## config.mk

```make
export PLATFORM = sky130hd
export DESIGN_NAME = cla_mult_seq
export DESIGN_NICKNAME = d
export VERILOG_FILES = /design/src/rtl/cla_mult_pkg.sv /design/src/rtl/cla_mult_seq_cla16.sv /design/src/rtl/cla_mult_seq.sv
export SDC_FILE = /design/constraint.sdc
export NUM_CORES = 1
export LEC_CHECK = 0
export ABC_AREA = 1
export ABC_CLOCK_PERIOD_IN_PS = 2790
export BUFFER_PORTS_ARGS = -buffer_cell sky130_fd_sc_hd__buf_2
export CORE_MARGIN = 8
export CORE_UTILIZATION = 53
export CTS_BUF_LIST = sky130_fd_sc_hd__clkbuf_4 sky130_fd_sc_hd__clkbuf_8
export DETAILED_ROUTE_END_ITERATION = 8
export GPL_ROUTABILITY_DRIVEN = 0
export PLACE_DENSITY = 0.89
export SLEW_MARGIN = 40
export SYNTH_ARGS = -nofsm -noshare
export SYNTH_HDL_FRONTEND = slang
export SYNTH_HIERARCHICAL = 1
export SYNTH_SLANG_ARGS = --single-unit
```

## constraint.sdc

```tcl
create_clock -name clk -period 2.79 [get_ports clk]
set_clock_uncertainty 0.2 [all_clocks]
set_input_delay 0.558 -clock clk [delete_from_list [all_inputs] [get_ports clk]]
set_output_delay 0.558 -clock clk [all_outputs]
set_load 0.02 [all_outputs]
```

## src/rtl/cla_mult_pkg.sv

```systemverilog
// Shared types and constants for the sequential shift-and-add multiplier.
package cla_mult_pkg;

  // Number of add/shift iterations for a 16-bit multiplier operand.
  localparam int ITER  = 16;
  // Counter width; wide enough to hold 0..ITER-1 with headroom.
  localparam int CNT_W = 5;

  typedef enum logic [1:0] {
    IDLE = 2'd0,
    RUN  = 2'd1,
    DONE = 2'd2
  } state_e;

endpackage : cla_mult_pkg

```

## src/rtl/cla_mult_seq_cla16.sv

```systemverilog
// 16-bit carry-lookahead adder: four 4-bit lookahead groups with a
// second-level lookahead across the group generate/propagate terms.
module CLA_16bit (
  input  logic [15:0] A,
  input  logic [15:0] B,
  input  logic        cin,
  output logic [15:0] S,
  output logic        cout
);

  logic [15:0] g;
  logic [15:0] p;
  logic [16:0] c;
  logic [3:0]  gg;
  logic [3:0]  gp;
  logic [4:0]  gc;

  // Bit and group generate/propagate, group carries, then in-group carries.
  always_comb begin
    g  = A & B;
    p  = A ^ B;
    gg = '0;
    gp = '0;
    gc = '0;
    c  = '0;
    for (int k = 0; k < 4; k++) begin
      gg[k] = g[4*k+3]
            | (p[4*k+3] & g[4*k+2])
            | (p[4*k+3] & p[4*k+2] & g[4*k+1])
            | (p[4*k+3] & p[4*k+2] & p[4*k+1] & g[4*k]);
      gp[k] = &p[4*k +: 4];
    end
    gc[0] = cin;
    for (int k = 0; k < 4; k++) begin
      gc[k+1] = gg[k] | (gp[k] & gc[k]);
    end
    for (int k = 0; k < 4; k++) begin
      c[4*k]   = gc[k];
      c[4*k+1] = g[4*k] | (p[4*k] & gc[k]);
      c[4*k+2] = g[4*k+1] | (p[4*k+1] & g[4*k]) | (p[4*k+1] & p[4*k] & gc[k]);
      c[4*k+3] = g[4*k+2] | (p[4*k+2] & g[4*k+1]) | (p[4*k+2] & p[4*k+1] & g[4*k])
               | (p[4*k+2] & p[4*k+1] & p[4*k] & gc[k]);
    end
    c[16] = gc[4];
    S     = p ^ c[15:0];
    cout  = c[16];
  end

endmodule : CLA_16bit

```

## src/rtl/cla_mult_seq.sv

```systemverilog
// Multi-cycle unsigned 16x16->32 shift-and-add multiplier built around a
// single CLA_16bit. One conditional add plus one right shift per cycle.
//
// Handshake: start is accepted only on an edge where ready=1 (IDLE).
// done is a one-cycle pulse in DONE; product is registered and holds the
// last result until the next completion (0 after reset). All outputs come
// from registers or decode of the state register only.
module cla_mult_seq
  import cla_mult_pkg::*;
#(
  parameter int WIDTH = 16
) (
  input  logic               clk,
  input  logic               rst,
  input  logic               start,
  input  logic [WIDTH-1:0]   a,
  input  logic [WIDTH-1:0]   b,
  output logic               ready,
  output logic               busy,
  output logic               done,
  output logic [2*WIDTH-1:0] product,
  output state_e             dbg_state
);

  if (WIDTH != 16) begin : g_bad_width
    $error("cla_mult_seq: WIDTH must be 16 to match CLA_16bit");
  end

  localparam logic [CNT_W-1:0] LAST = CNT_W'(ITER - 1);

  state_e           state_q, state_d;
  logic [CNT_W-1:0] count_q, count_d;
  logic [15:0]      m_q, m_d;
  logic [15:0]      hi_q, hi_d;
  logic [15:0]      lo_q, lo_d;
  logic [31:0]      product_q, product_d;

  logic [15:0]      cla_b;
  logic [15:0]      cla_sum;
  logic             cla_cout;

  // Add the multiplicand only when the current multiplier bit is set.
  assign cla_b = lo_q[0] ? m_q : 16'h0000;

  CLA_16bit u_cla (
    .A    (hi_q),
    .B    (cla_b),
    .cin  (1'b0),
    .S    (cla_sum),
    .cout (cla_cout)
  );

  // State register.
  always_ff @(posedge clk or posedge rst) begin
    if (rst) state_q <= IDLE;
    else     state_q <= state_d;
  end

  // Next-state logic: 16 RUN iterations, then a single DONE cycle.
  always_comb begin
    state_d = state_q;
    case (state_q)
      IDLE:    if (start) state_d = RUN;
      RUN:     if (count_q == LAST) state_d = DONE;
      DONE:    state_d = IDLE;
      default: state_d = IDLE;
    endcase
  end

  // Output decode straight from the state register.
  always_comb begin
    ready = 1'b0;
    busy  = 1'b0;
    done  = 1'b0;
    case (state_q)
      IDLE:    ready = 1'b1;
      RUN:     busy  = 1'b1;
      DONE:    done  = 1'b1;
      default: ready = 1'b0;
    endcase
  end

  assign product   = product_q;
  assign dbg_state = state_q;

  // Datapath next values: operand capture, add-and-shift with the carry
  // kept as the new HI[15], and the product latched on the final iteration.
  always_comb begin
    m_d       = m_q;
    hi_d      = hi_q;
    lo_d      = lo_q;
    count_d   = count_q;
    product_d = product_q;
    case (state_q)
      IDLE: begin
        if (start) begin
          m_d     = a;
          lo_d    = b;
          hi_d    = 16'h0000;
          count_d = '0;
        end
      end
      RUN: begin
        hi_d    = {cla_cout, cla_sum[15:1]};
        lo_d    = {cla_sum[0], lo_q[15:1]};
        count_d = count_q + 1'b1;
        if (count_q == LAST) product_d = {hi_d, lo_d};
      end
      default: ;
    endcase
  end

  // Datapath registers; reset discards any partial result.
  always_ff @(posedge clk or posedge rst) begin
    if (rst) begin
      m_q       <= '0;
      hi_q      <= '0;
      lo_q      <= '0;
      count_q   <= '0;
      product_q <= '0;
    end else begin
      m_q       <= m_d;
      hi_q      <= hi_d;
      lo_q      <= lo_d;
      count_q   <= count_d;
      product_q <= product_d;
    end
  end

endmodule : cla_mult_seq

```

Word level (Yosys, flattened, before mapping)
Cells that the tools add are included.
{ "word_totals": {"regBits": 87, "inputBits": 35} }
{ "classes": {"add_sub_neg": 1, "eq_ne": 5, "n_mux": 13, "bitwise_logic": 93, "reduce_logical": 9} }
{ "ops": {"columns": ["cell", "n"], "rows": [
  ["$pmux W16 S2", 2],
  ["$and A1 B1 Y1", 54],
  ["$mux W16", 3],
  ["$or A1 B1 Y1", 36],
  ["$xor A16 B16 Y16", 2],
  ["$and A16 B16 Y16", 1],
  ["$reduce_and A4 Y1", 3],
  ["$pmux W5 S2", 1],
  ["$reduce_and A2 Y1", 4],
  ["$add A5 B1 Y5 const B", 1],
  ["$eq A5 B4 Y1 const B", 1],
  ["$mux W5", 1],
  ["$mux W2", 2],
  ["$ne A2 B2 Y1 const B", 2],
  ["$pmux W2 S2", 1],
  ["$mux W1", 3],
  ["$eq A2 B1 Y1 const B", 1],
  ["$eq A2 B2 Y1 const B", 1],
  ["$logic_not A2 Y1", 1],
  ["$reduce_bool A2 Y1", 1]
]} }

Logic depth before layout (Yosys ltp)
Gate-level depths: netlist (run 1).
{ "depth": {"depth_word": 14, "mapped_depth": 18, "mapped_depth_nobuf": 17} }

Cells and area by module
Netlist (run 1), hierarchy kept.
{ "by_module_without_submodules": {"columns": ["module", "n_inst", "cells_each", "area_per_inst_um2", "seq_area_each_um2"], "rows": [
  ["cla_mult_seq", 1, 450, 3721.1, 2177.1],
  ["CLA_16bit", 1, 103, 743.2, 0.0]
]} }

Worst setup path after synthesis (run 1)
OpenSTA, ideal clock, no wires.
{ "synth_timing": {"kind": "register to register", "from": "register lo_q[0]", "to": "register hi_q[12]", "setup_time_ns": 0.083, "t_arrival_ns": 2.414, "slack_ns": 0.093, "stages_incl_launch_ff": 14, "synth_period_minus_slack_ns": 2.697, "cell_sequence": "dfrtp_1 clkbuf_1 clkbuf_1 nand2_1 inv_1 ha_1 a21oi_2 o21bai_1 a21oi_1 nand2_4 fa_1 xor2_1 inv_1 o21ai_0"} }
{ "synth_between": {"elab_cells_between_ends": 37, "classes_between": "mux: 2; bitwise: 33; reduce/logical: 2"} }
{ "synth_lines": {"columns": ["item", "line", "text"], "rows": [
  ["start: declaration", "cla_mult_seq.sv:35", "logic [15:0] lo_q, lo_d;"],
  ["start signal: assignment", "cla_mult_seq.sv:124", "lo_q <= lo_d;"],
  ["$mux W16 *", "cla_mult_seq.sv:43", "assign cla_b = lo_q[0] ? m_q : 16'h0000;"],
  ["via cla_b[9]", "cla_mult_seq.sv:38", "logic [15:0] cla_b;"],
  ["$and A16 B16 Y16 or $xor A16 B16 Y16 (tied branches)", "cla_mult_seq_cla16.sv:20, cla_mult_seq_cla16.sv:21", null],
  ["$and A1 B1 Y1 (on tied branches)", "cla_mult_seq_cla16.sv:29, cla_mult_seq_cla16.sv:30", null],
  ["$or A1 B1 Y1 or $and A1 B1 Y1 (tied branches)", "cla_mult_seq_cla16.sv:29, cla_mult_seq_cla16.sv:30", null],
  ["$or A1 B1 Y1", "cla_mult_seq_cla16.sv:30", "| (p[4*k+3] & p[4*k+2] & p[4*k+1] & g[4*k]);"],
  ["$or A1 B1 Y1 *", "cla_mult_seq_cla16.sv:35", "gc[k+1] = gg[k] | (gp[k] & gc[k]);"],
  ["$and A1 B1 Y1 *", "cla_mult_seq_cla16.sv:39", "c[4*k+1] = g[4*k] | (p[4*k] & gc[k]);"],
  ["$or A1 B1 Y1 *", "cla_mult_seq_cla16.sv:39", null],
  ["$xor A16 B16 Y16 *", "cla_mult_seq_cla16.sv:45", "S = p ^ c[15:0];"],
  ["via cla_sum[13]", "cla_mult_seq.sv:39", "logic [15:0] cla_sum;"],
  ["$pmux W16 S2 *", "cla_mult_seq.sv:94", "case (state_q)"],
  ["end signal: assignment", "cla_mult_seq.sv:123", "hi_q <= hi_d;"],
  ["end: declaration", "cla_mult_seq.sv:34", "logic [15:0] hi_q, hi_d;"]
]} }
The timed path passes the listed nets; every way through them passes the cells marked *.
A chain may end at the register's enable or synchronous reset.

Worst setup path after layout (run 1)
{ "layout_timing": {"from": "register lo_q[0]", "to": "register product_q[28], in the netlist product[28]"} }
{ "layout_between": {"elab_chain_len": 13, "elab_cells_between_ends": 36, "classes_between": "mux: 1; bitwise: 33; reduce/logical: 2"} }
{ "layout_rtl": {"columns": ["item", "line", "text"], "rows": [
  ["$mux W16 *", "cla_mult_seq.sv:43", null],
  ["via cla_b[2]", "cla_mult_seq.sv:38", null],
  ["$and A16 B16 Y16 or $xor A16 B16 Y16 (tied branches)", "cla_mult_seq_cla16.sv:20, cla_mult_seq_cla16.sv:21", null],
  ["$and A1 B1 Y1 (on tied branches)", "cla_mult_seq_cla16.sv:28, cla_mult_seq_cla16.sv:29, cla_mult_seq_cla16.sv:30", null],
  ["$or A1 B1 Y1 (tied with other cells)", "cla_mult_seq_cla16.sv:28", "| (p[4*k+3] & g[4*k+2])"],
  ["$or A1 B1 Y1 or $and A1 B1 Y1 (tied branches)", "cla_mult_seq_cla16.sv:29, cla_mult_seq_cla16.sv:30", null],
  ["$or A1 B1 Y1 *", "cla_mult_seq_cla16.sv:30", null],
  ["$and A1 B1 Y1 *", "cla_mult_seq_cla16.sv:35", null],
  ["$or A1 B1 Y1 *", "cla_mult_seq_cla16.sv:35", null],
  ["$and A1 B1 Y1 *", "cla_mult_seq_cla16.sv:35", null],
  ["$or A1 B1 Y1 *", "cla_mult_seq_cla16.sv:35", null],
  ["$and A1 B1 Y1 *", "cla_mult_seq_cla16.sv:39", null],
  ["$or A1 B1 Y1 *", "cla_mult_seq_cla16.sv:39", null],
  ["$xor A16 B16 Y16 *", "cla_mult_seq_cla16.sv:45", null],
  ["via cla_sum[13]", "cla_mult_seq.sv:39", null],
  ["end signal: assignment", "cla_mult_seq.sv:126", "product_q <= product_d;"],
  ["end: declaration", "cla_mult_seq.sv:36", "logic [31:0] product_q, product_d;"]
]} }
Marks and branches as above.

==> reports/summary.json, run 1 <==
{
  "worstPathRequired": {"value": 2.86, "unit": "ns"},
  "final-hold-violation-count": {"value": 0},
  "pwr_density_cell": {"value": 1090, "unit": "mW/mm²"},
  "cp_cell_sequence": {"value": "buf_4, nand2_1, inv_1, ha_1, nand2_1, inv_2, nand3_2, nand2_2, nand2_2, nand2_4, nand2_4, nand2_4, fa_1, xor2_1, inv_1, o21ai_0"},
  "seq_area": {"value": 0.00218, "unit": "mm²"},
  "sequentialPowerShare": {"value": 39.9, "unit": "%"},
  "die_h": {"value": 108, "unit": "µm"},
  "initial_utilization": {"value": 54.6, "unit": "%"},
  "reg2reg_depth": {"value": 16},
  "num_vias": {"value": 3724},
  "timing.max_cap.violations": {"value": 0},
  "r2r_slack": {"value": 0.16, "unit": "ns"},
  "cts.htree.levels": {"value": 3},
  "coreArea": {"value": 0.00818, "unit": "mm²"},
  "drive_above_1_share": {"value": 19.8, "unit": "%"},
  "dpl.hpwl": {"value": 7030, "unit": "µm"},
  "wire_length_of_the_first_global_routing_pass": {"value": 17100, "unit": "µm"},
  "final_stage_net_count": {"value": 679},
  "layout.cell_area.non_filler": {"value": 0.00510, "unit": "mm²"},
  "totalNegativeSetupSlack": {"value": 0, "unit": "ns"},
  "least_margin_pin_slew": {"value": 0.519, "unit": "ns"},
  "track_usage": {"value": 18.1, "unit": "%"},
  "comb_power_share": {"value": 45.5, "unit": "%"},
  "synthesis.instances": {"value": 553},
  "report.final.setup_viol": {"value": 0},
  "timing.rr.end": {"value": "product[28]$_DFFE_PP0P_"},
  "cp-end-kind": {"value": "flop"},
  "tritoncts_clock_tree": {"value": "yes"},
  "diodes": {"value": 0},
  "internal-power": {"value": 3.10, "unit": "mW"},
  "drv_slew": {"value": 0},
  "worstSkewPairLatency": {"value": 0.36, "unit": "ns"},
  "die-width": {"value": 108, "unit": "µm"},
  "drt_pre_antenna_iters": {"value": 4},
  "final_min_period_over_clock_period": {"value": 94.3, "unit": "%"},
  "numCtsBuffers": {"value": 9},
  "ant_nets": {"value": 0},
  "grt_start_max_net_pins": {"value": 88},
  "routedWlPerCell": {"value": 13.4, "unit": "µm"},
  "max-slew-margin-rel": {"value": 65.3, "unit": "%"},
  "setup.worst_path.class": {"value": "flop to flop"},
  "detail_route.drc_violations": {"value": 0},
  "max_stage_delay": {"value": 0.46, "unit": "ns"},
  "clkSinkCount": {"value": 87},
  "cts.root.buffer_cell": {"value": "sky130_fd_sc_hd__clkbuf_8"},
  "postCtsHoldBufs": {"value": 0},
  "route.final.wire_length": {"value": 9780, "unit": "µm"},
  "cp_data_arrival_time": {"value": 2.70, "unit": "ns"},
  "hold_path.class": {"value": "primary input to async pin"},
  "clockPowerShare": {"value": 14.7, "unit": "%"},
  "power.ir.vdd_worst": {"value": 0.000448, "unit": "V"},
  "cts-root-to-sink-buffers": {"value": 2},
  "die_area": {"value": 0.0116, "unit": "mm²"},
  "unrepaired_setup_endpoints_after_global_routing": {"value": "false"},
  "worst_path_slowest_cell": {"value": "sky130_fd_sc_hd__dfrtp_2"},
  "switching_component_of_the_power": {"value": 2.45, "unit": "mW"},
  "post_synth_cell_types": {"value": 30},
  "period_needed": {"value": 2.63, "unit": "ns"},
  "power.static_leakage": {"value": 2.96, "unit": "nW"},
  "fillCellCount": {"value": 662},
  "multi_input_gate_area_in_the_final_layout": {"value": 0.00195, "unit": "mm²"},
  "status": {"value": "finished clean"},
  "number_of_antenna_violations_at_the_first_check_in_global_routing": {"value": 0},
  "mappedNetlistArea": {"value": 0.00446, "unit": "mm²"},
  "synth-seq-area-share": {"value": 48.8, "unit": "%"},
  "cts.reportedPaths.clkPinSlew": {"value": 0.09, "unit": "ns"},
  "detailedRoute.firstIterationViolations": {"value": 264},
  "fmax": {"value": 380, "unit": "MHz"},
  "synthesis_stage_register_bit_count": {"value": 87},
  "via_per_inst": {"value": 5.09},
  "finalPower": {"value": 5.55, "unit": "mW"},
  "port_buffers": {"value": 71},
  "critical_path.most_common_cell": {"value": "sky130_fd_sc_hd__nand2_4"},
  "post_dp_cell_area": {"value": 0.00491, "unit": "mm²"},
  "synth.yosys.warnings": {"value": 6},
  "grt_pass1_vias": {"value": 3778},
  "worst_r2r_startpoint": {"value": "lo_q[0]$_DFFE_PP0P_"},
  "syn_avg_cell_area": {"value": 8.07, "unit": "µm²"},
  "flow.area_growth_from_synthesis": {"value": 14.3, "unit": "%"},
  "cp_max_fo": {"value": 7},
  "row_count": {"value": 33},
  "critical_path.startpoint_type": {"value": "flop"},
  "total_global_routing_overflow": {"value": 0},
  "power_switching_share": {"value": 44.2, "unit": "%"},
  "io_pins": {"value": 72}
}
[repair_timing]
| action | CTS | global route |
|---|---|---|
| buffers inserted | 0 | 1 |
| gates resized for setup | 0 | 4 |
| endpoints found under the setup margin | 0 | 2 |
[cells in the mapped netlist]
cell | n | area (µm²)
sky130_fd_sc_hd__a21oi_1 | 5 | 25.0
sky130_fd_sc_hd__a21oi_2 | 4 | 35.0
sky130_fd_sc_hd__and2_1 | 1 | 6.26
sky130_fd_sc_hd__buf_1 | 1 | 3.75
sky130_fd_sc_hd__buf_2 | 9 | 45.0
sky130_fd_sc_hd__buf_4 | 6 | 45.0
sky130_fd_sc_hd__buf_6 | 2 | 22.5
sky130_fd_sc_hd__clkbuf_1 | 5 | 18.8
sky130_fd_sc_hd__conb_1 | 1 | 3.75
sky130_fd_sc_hd__dfrtp_1 | 87 | 2180
sky130_fd_sc_hd__fa_1 | 4 | 80.1
sky130_fd_sc_hd__ha_1 | 18 | 225
sky130_fd_sc_hd__inv_1 | 50 | 188
sky130_fd_sc_hd__inv_2 | 5 | 18.8
sky130_fd_sc_hd__nand2_1 | 243 | 912
sky130_fd_sc_hd__nand2_2 | 6 | 37.5
sky130_fd_sc_hd__nand2_4 | 5 | 56.3
sky130_fd_sc_hd__nand3_1 | 40 | 200
sky130_fd_sc_hd__nand3_2 | 1 | 10.0
sky130_fd_sc_hd__nand4_1 | 2 | 12.5
sky130_fd_sc_hd__nor2_1 | 7 | 26.3
sky130_fd_sc_hd__nor2_2 | 2 | 12.5
sky130_fd_sc_hd__nor2_4 | 1 | 11.3
sky130_fd_sc_hd__nor3_4 | 1 | 16.3
sky130_fd_sc_hd__o21ai_0 | 32 | 160
sky130_fd_sc_hd__o21ai_1 | 4 | 20.0
sky130_fd_sc_hd__o21ai_2 | 1 | 8.76
sky130_fd_sc_hd__o21bai_1 | 1 | 7.51
sky130_fd_sc_hd__xnor2_1 | 2 | 17.5
sky130_fd_sc_hd__xor2_1 | 7 | 61.3
[area by class of cell]
class                      count  area share, %
multi-input combinational    389           38.2
inverter                      55           4.12
clock inverter                 4          0.613
sequential                    87           42.7
tap                          105           2.58
clock buffer                  12           2.99
timing repair buffer          80           8.78
[power groups by stage]
stage	sequential (mW)	combinational, mW	clock [mW]
6_report	2.21	2.52	0.815
3_5_place_dp	2.24	2.53	0
4_1_cts	2.22	2.53	0.829
5_1_grt	2.28	2.90	0.893
2_1_floorplan	2.37	1.67	0
3_3_place_gp	2.22	2.40	0
[per-stage QoR]
step / instances / util, % / worst slack, ns / hold WS (ns)
6_report: 732 / 62.4 / 0.160 / 0.116
5_1_grt: 732 / 62.4 / 0.0143 / 0.138
4_1_cts: 731 / 62.3 / 0.111 / 0.134
3_5_place_dp: 715 / 60.0 / 0.132 / 0.260
3_3_place_gp: 715 / 60.0 / 0.253 / 0.256
2_1_floorplan: 554 / - / 0.0935 / 0.242
[flip-flops by register name (all words and copies together), names as in the netlist]
signal and cells:
lo_q 16, m_q 16, dbg_state 2, product 32, count_q 5, hi_q 16
[cell families (layout without fill, tap and decap cells)]
kind of cell             Yosys count  in the layout  synth area share, %
AND/OR/NAND/NOR                  309            309                 29.1
flip-flops                        87             87                 48.8
buffers and inverters             78            151                 7.65
AO/OA/AOI/OAI                     47             47                 5.75
adder cells (fa/ha/maj)           22             22                 6.84
XOR/XNOR                           9              9                 1.77
other                              1              2               0.0840
[worst max-delay path by stage]
stage,start,endpoint,depth (start not counted)
after floorplan,lo_q[0]$_DFFE_PP0P_,hi_q[12]$_DFFE_PP0P_,13
after CTS,lo_q[0]$_DFFE_PP0P_,hi_q[12]$_DFFE_PP0P_,13
after global routing,lo_q[0]$_DFFE_PP0P_,product[28]$_DFFE_PP0P_,16
after global placement,lo_q[0]$_DFFE_PP0P_,product[28]$_DFFE_PP0P_,13
after detailed placement,lo_q[0]$_DFFE_PP0P_,hi_q[12]$_DFFE_PP0P_,13
final,lo_q[0]$_DFFE_PP0P_,product[28]$_DFFE_PP0P_,16
[metal layers]
metal	global-route usage, %	vias up	part of all wire, %
li1	-	1849	-
met1	21.7	1777	43
met2	30.6	82	50
met3	4.13	16	4.6
met4	7.23	0	2.0
met5	0	-	0
[worst max-delay path, delay by kind of cell (launching register included)]
| kind | cells | cell delay (ns) |
|---|---|---|
| xor+xnor | 1 | 0.14 |
| buf+inv | 4 | 0.32 |
| compound gates | 1 | 0.15 |
| fa+ha+maj | 2 | 0.69 |
| flops | 1 | 0.46 |
| simple gates | 8 | 0.59 |
[cell usage in the layout (no fill, tap or decap)]
master / netlist / final
sky130_fd_sc_hd__a21oi_1: 5 / 5
sky130_fd_sc_hd__a21oi_2: 4 / 4
sky130_fd_sc_hd__and2_1: 1 / 1
sky130_fd_sc_hd__buf_12: 0 / 2
sky130_fd_sc_hd__buf_2: 9 / 71
sky130_fd_sc_hd__buf_4: 6 / 7
sky130_fd_sc_hd__clkbuf_4: 0 / 2
sky130_fd_sc_hd__clkbuf_8: 0 / 10
sky130_fd_sc_hd__clkinv_4: 0 / 1
sky130_fd_sc_hd__clkinvlp_4: 0 / 4
sky130_fd_sc_hd__conb_1: 1 / 2
sky130_fd_sc_hd__dfrtp_1: 87 / 86
sky130_fd_sc_hd__dfrtp_2: 0 / 1
sky130_fd_sc_hd__fa_1: 4 / 4
sky130_fd_sc_hd__ha_1: 18 / 18
sky130_fd_sc_hd__inv_1: 50 / 49
sky130_fd_sc_hd__inv_2: 5 / 5
sky130_fd_sc_hd__nand2_1: 243 / 243
sky130_fd_sc_hd__nand2_2: 6 / 6
sky130_fd_sc_hd__nand2_4: 5 / 5
sky130_fd_sc_hd__nand3_1: 40 / 40
sky130_fd_sc_hd__nand3_2: 1 / 1
sky130_fd_sc_hd__nand4_1: 2 / 2
sky130_fd_sc_hd__nor2_1: 7 / 7
sky130_fd_sc_hd__nor2_2: 2 / 2
sky130_fd_sc_hd__nor2_4: 1 / 1
sky130_fd_sc_hd__nor3_4: 1 / 1
sky130_fd_sc_hd__o21ai_0: 32 / 31
sky130_fd_sc_hd__o21ai_1: 4 / 5
sky130_fd_sc_hd__o21ai_2: 1 / 1
sky130_fd_sc_hd__o21bai_1: 1 / 1
sky130_fd_sc_hd__xnor2_1: 2 / 2
sky130_fd_sc_hd__xor2_1: 7 / 7
(Power assumes the default switching activity.)
==> run 2, diff against run 1 <==
--- a/config.mk
+++ b/config.mk
@@ -5,7 +5,6 @@
 export SDC_FILE = /design/constraint.sdc
 export NUM_CORES = 1
 export LEC_CHECK = 0
-export ABC_AREA = 1
 export ABC_CLOCK_PERIOD_IN_PS = 2790
 export BUFFER_PORTS_ARGS = -buffer_cell sky130_fd_sc_hd__buf_2
 export CORE_MARGIN = 8
==> reports/summary.json, run 2 <==
{
  "status": {"value": "finished, violations left"},
  "failed_checks": {"value": "negative setup slack"},
  "switching_component_of_the_power": {"value": 2.98, "unit": "mW"},
  "num_vias": {"value": 3268},
  "pwr_density_cell": {"value": 1350, "unit": "mW/mm²"},
  "timing.max_cap.violations": {"value": 0},
  "row_count": {"value": 33},
  "place.detailed.instances": {"value": 584},
  "least_margin_pin_slew": {"value": 0.704, "unit": "ns"},
  "detailedRoute.firstIterationViolations": {"value": 144},
  "synthesis.instances": {"value": 411},
  "internal-power": {"value": 4.15, "unit": "mW"},
  "clockPowerShare": {"value": 14.0, "unit": "%"},
  "flip_flop_count_of_the_largest_register_after_layout": {"value": 32},
  "wire_length_of_the_first_global_routing_pass": {"value": 16500, "unit": "µm"},
  "ant_nets": {"value": 0},
  "comb_power_share": {"value": 53.4, "unit": "%"},
  "unrepaired_setup_endpoints_after_global_routing": {"value": "true"},
  "finalHoldWorstSlack": {"value": 0.0857, "unit": "ns"},
  "ys.flop_type": {"value": "sky130_fd_sc_hd__dfrtp_1"},
  "area_leader_netlist": {"value": "sky130_fd_sc_hd__dfrtp_1"},
  "power.static_leakage": {"value": 2.74, "unit": "nW"},
  "worstSetupEndpoint": {"value": "product[28]$_DFFE_PP0P_"},
  "flow.area_growth_from_synthesis": {"value": 21.3, "unit": "%"},
  "total_global_routing_overflow": {"value": 0},
  "coreArea": {"value": 0.00809, "unit": "mm²"},
  "port_buffers": {"value": 71},
  "worstSkewPairLatency": {"value": 0.36, "unit": "ns"},
  "max-slew-margin-rel": {"value": 52.9, "unit": "%"},
  "layout_common_cells": {"value": "86 x sky130_fd_sc_hd__nand2_1, 86 x sky130_fd_sc_hd__dfrtp_1, 71 x sky130_fd_sc_hd__buf_2"},
  "synth-edff-count": {"value": 0},
  "cts-root-to-sink-buffers": {"value": 2},
  "final-hold-violation-count": {"value": 0},
  "detail_route.drc_violations": {"value": 0},
  "critical_path.startpoint_type": {"value": "flop"},
  "syn_avg_cell_area": {"value": 10.6, "unit": "µm²"},
  "synthesis_stage_register_bit_count": {"value": 87},
  "post_synth_cell_types": {"value": 41},
  "worst_setup_path_startpoint": {"value": "lo_q[0]$_DFFE_PP0P_"},
  "cp-end-kind": {"value": "flop"},
  "numCtsBuffers": {"value": 9},
  "period_needed": {"value": 2.90, "unit": "ns"},
  "post_layout_nonfiller_instances": {"value": 605},
  "final_stage_net_count": {"value": 552},
  "postLayoutSetupSlackWorst": {"value": -0.111, "unit": "ns"},
  "number_of_antenna_violations_at_the_first_check_in_global_routing": {"value": 0},
  "synth.yosys.warnings": {"value": 6},
  "worst_r2r_startpoint": {"value": "lo_q[0]$_DFFE_PP0P_"},
  "drive_above_1_share": {"value": 33.2, "unit": "%"},
  "via_per_inst": {"value": 5.40},
  "cts.htree.levels": {"value": 3},
  "power.ir.vdd_worst": {"value": 0.000488, "unit": "V"},
  "hold_path.class": {"value": "primary input to async pin"},
  "synth_top_cells_by_count": {"value": "87 x sky130_fd_sc_hd__dfrtp_1, 86 x sky130_fd_sc_hd__nand2_1, 29 x sky130_fd_sc_hd__mux2_4"},
  "layout.cell_area.non_filler": {"value": 0.00527, "unit": "mm²"},
  "diodes": {"value": 0},
  "io_pins": {"value": 72},
  "r2r_slack": {"value": -0.11, "unit": "ns"},
  "cts.root.buffer_cell": {"value": "sky130_fd_sc_hd__clkbuf_8"},
  "initial_utilization": {"value": 53.6, "unit": "%"},
  "post_dp_cell_area": {"value": 0.00491, "unit": "mm²"},
  "die_area": {"value": 0.0113, "unit": "mm²"},
  "report.final.setup_viol": {"value": 2},
  "synth-seq-area-share": {"value": 50.1, "unit": "%"},
  "timing.rr.end": {"value": "product[28]$_DFFE_PP0P_"},
  "cp_max_fo": {"value": 6},
  "tritoncts_clock_tree": {"value": "yes"},
  "die-width": {"value": 107, "unit": "µm"},
  "synth_top_area_share": {"value": 50.1, "unit": "%"},
  "yosys-top-cells-area": {"value": "sky130_fd_sc_hd__dfrtp_1 50%, sky130_fd_sc_hd__mux2_4 10%, sky130_fd_sc_hd__nand2_1 7.4%, sky130_fd_sc_hd__ha_1 5.2%, sky130_fd_sc_hd__and2_1 2.3%"},
  "synthMostInstantiatedCell": {"value": "sky130_fd_sc_hd__dfrtp_1"},
  "final_min_period_over_clock_period": {"value": 104, "unit": "%"},
  "power_switching_share": {"value": 41.8, "unit": "%"},
  "track_usage": {"value": 18.1, "unit": "%"},
  "grt_start_max_net_pins": {"value": 41},
  "die_h": {"value": 107, "unit": "µm"},
  "setup.worst_path.class": {"value": "flop to flop"},
  "cp_data_arrival_time": {"value": 2.95, "unit": "ns"},
  "async_flop_share": {"value": 100, "unit": "%"},
  "reg2reg_depth": {"value": 11},
  "route.final.wire_length": {"value": 10000, "unit": "µm"},
  "finalPower": {"value": 7.13, "unit": "mW"},
  "postCtsHoldBufs": {"value": 0},
  "mappedNetlistArea": {"value": 0.00434, "unit": "mm²"},
  "drt_pre_antenna_iters": {"value": 4},
  "sequentialPowerShare": {"value": 32.6, "unit": "%"},
  "clkSinkCount": {"value": 87},
  "worstPathRequired": {"value": 2.84, "unit": "ns"},
  "drv_slew": {"value": 0},
  "cts.reportedPaths.clkPinSlew": {"value": 0.10, "unit": "ns"},
  "routedWlPerCell": {"value": 16.6, "unit": "µm"},
  "fmax": {"value": 345, "unit": "MHz"},
  "grt_pass1_vias": {"value": 3497},
  "dpl.hpwl": {"value": 6720, "unit": "µm"}
}
run 2: cell count changes after synthesis, sizes merged, moves of 3 or more:
cell    change
nand2     -166
inv        -43
mux2       +32
o21ai      -31
nand3      -21
nor3       +19
o22ai      +16
and2       +15
nor2       +15
a21o        +8
buf         -8
clkbuf      +6
nor2b       +3
xnor2       +3
run 2: worst min path at each step:
| stage | end | startpoint | depth (start not counted) |
|---|---|---|---|
| final | lo_q[8]$_DFFE_PP0P_ | rst | 2 |
| after global routing | product[1]$_DFFE_PP0P_ | rst | 2 |
| after CTS | product[1]$_DFFE_PP0P_ | rst | 2 |
| after detailed placement | m_q[4]$_DFFE_PP0P_ | m_q[4]$_DFFE_PP0P_ | 2 |
| after global placement | m_q[15]$_DFFE_PP0P_ | m_q[15]$_DFFE_PP0P_ | 2 |
| after floorplan | count_q[3]$_DFFE_PP0P_ | count_q[3]$_DFFE_PP0P_ | 1 |
run 2: routing by layer:
layer | up-vias | track usage, % | share of wire (%) | wire (µm)
met2 | 69 | 31.9 | 52 | 5200
li1 | 1564 | - | - | -
met5 | - | 0 | 0 | 0
met1 | 1618 | 20.5 | 42 | 4190
met4 | 0 | 7.84 | 2.0 | 203
met3 | 17 | 3.93 | 4.3 | 430
run 2: cell families after synthesis:
| family | after synthesis | share of synthesized area, % |
|---|---|---|
| mux | 33 | 11.0 |
| xor+xnor | 11 | 2.22 |
| flops | 87 | 50.1 |
| buf+inv | 33 | 3.69 |
| fa+ha+maj | 22 | 7.03 |
| compound gates | 44 | 7.03 |
| simple gates | 180 | 18.8 |
| other cells | 1 | 0.0864 |
run 2: worst max-delay path, cell delays in order (launching register included):
cell	delay, ns
sky130_fd_sc_hd__dfrtp_2	0.48
sky130_fd_sc_hd__and2_4	0.17
sky130_fd_sc_hd__ha_4	0.21
sky130_fd_sc_hd__a21o_1	0.18
sky130_fd_sc_hd__a21o_1	0.17
sky130_fd_sc_hd__a21o_1	0.22
sky130_fd_sc_hd__nor2_4	0.13
sky130_fd_sc_hd__o21ai_2	0.07
sky130_fd_sc_hd__a21o_1	0.18
sky130_fd_sc_hd__fa_2	0.34
sky130_fd_sc_hd__xor2_1	0.17
sky130_fd_sc_hd__mux2_4	0.27
run 2: cell type report:
| cell class | instances | area [µm²] |
|---|---|---|
| inverter | 12 | 53.8 |
| clock inverter | 7 | 101 |
| sequential | 87 | 2180 |
| multi-input combinational | 292 | 2110 |
| clock buffer | 9 | 124 |
| timing repair buffer | 93 | 566 |
| tap | 105 | 131 |
| fill | 647 | 2830 |
run 2: what timing repair did:
action                                  4_1_cts  5_1_grt
endpoints found under the hold margin         0        0
endpoints found under the setup margin        5        7
pin swaps                                     6        6
setup buffers                                 3        2
gates resized for setup                      13        5
run 2: stage by stage:
stage               utilization, %  TNS [ns]  setup WS, ns
finish                        65.1    -0.178        -0.111
global route                  65.1    -0.450        -0.186
CTS                           64.5   -0.0570       -0.0570
detailed placement            60.7    -0.340        -0.181
global placement              60.7    -0.159        -0.114
floorplan                        -    -0.245        -0.158
run 2: power groups by stage:
stage	registers (mW)	logic (mW)	clock network, mW
final	2.33	3.80	0.998
after global routing	2.40	4.18	1.06
after CTS	2.31	3.73	1.01
after detailed placement	2.32	3.55	0
after global placement	2.29	3.38	0
after floorplan	2.50	2.34	0
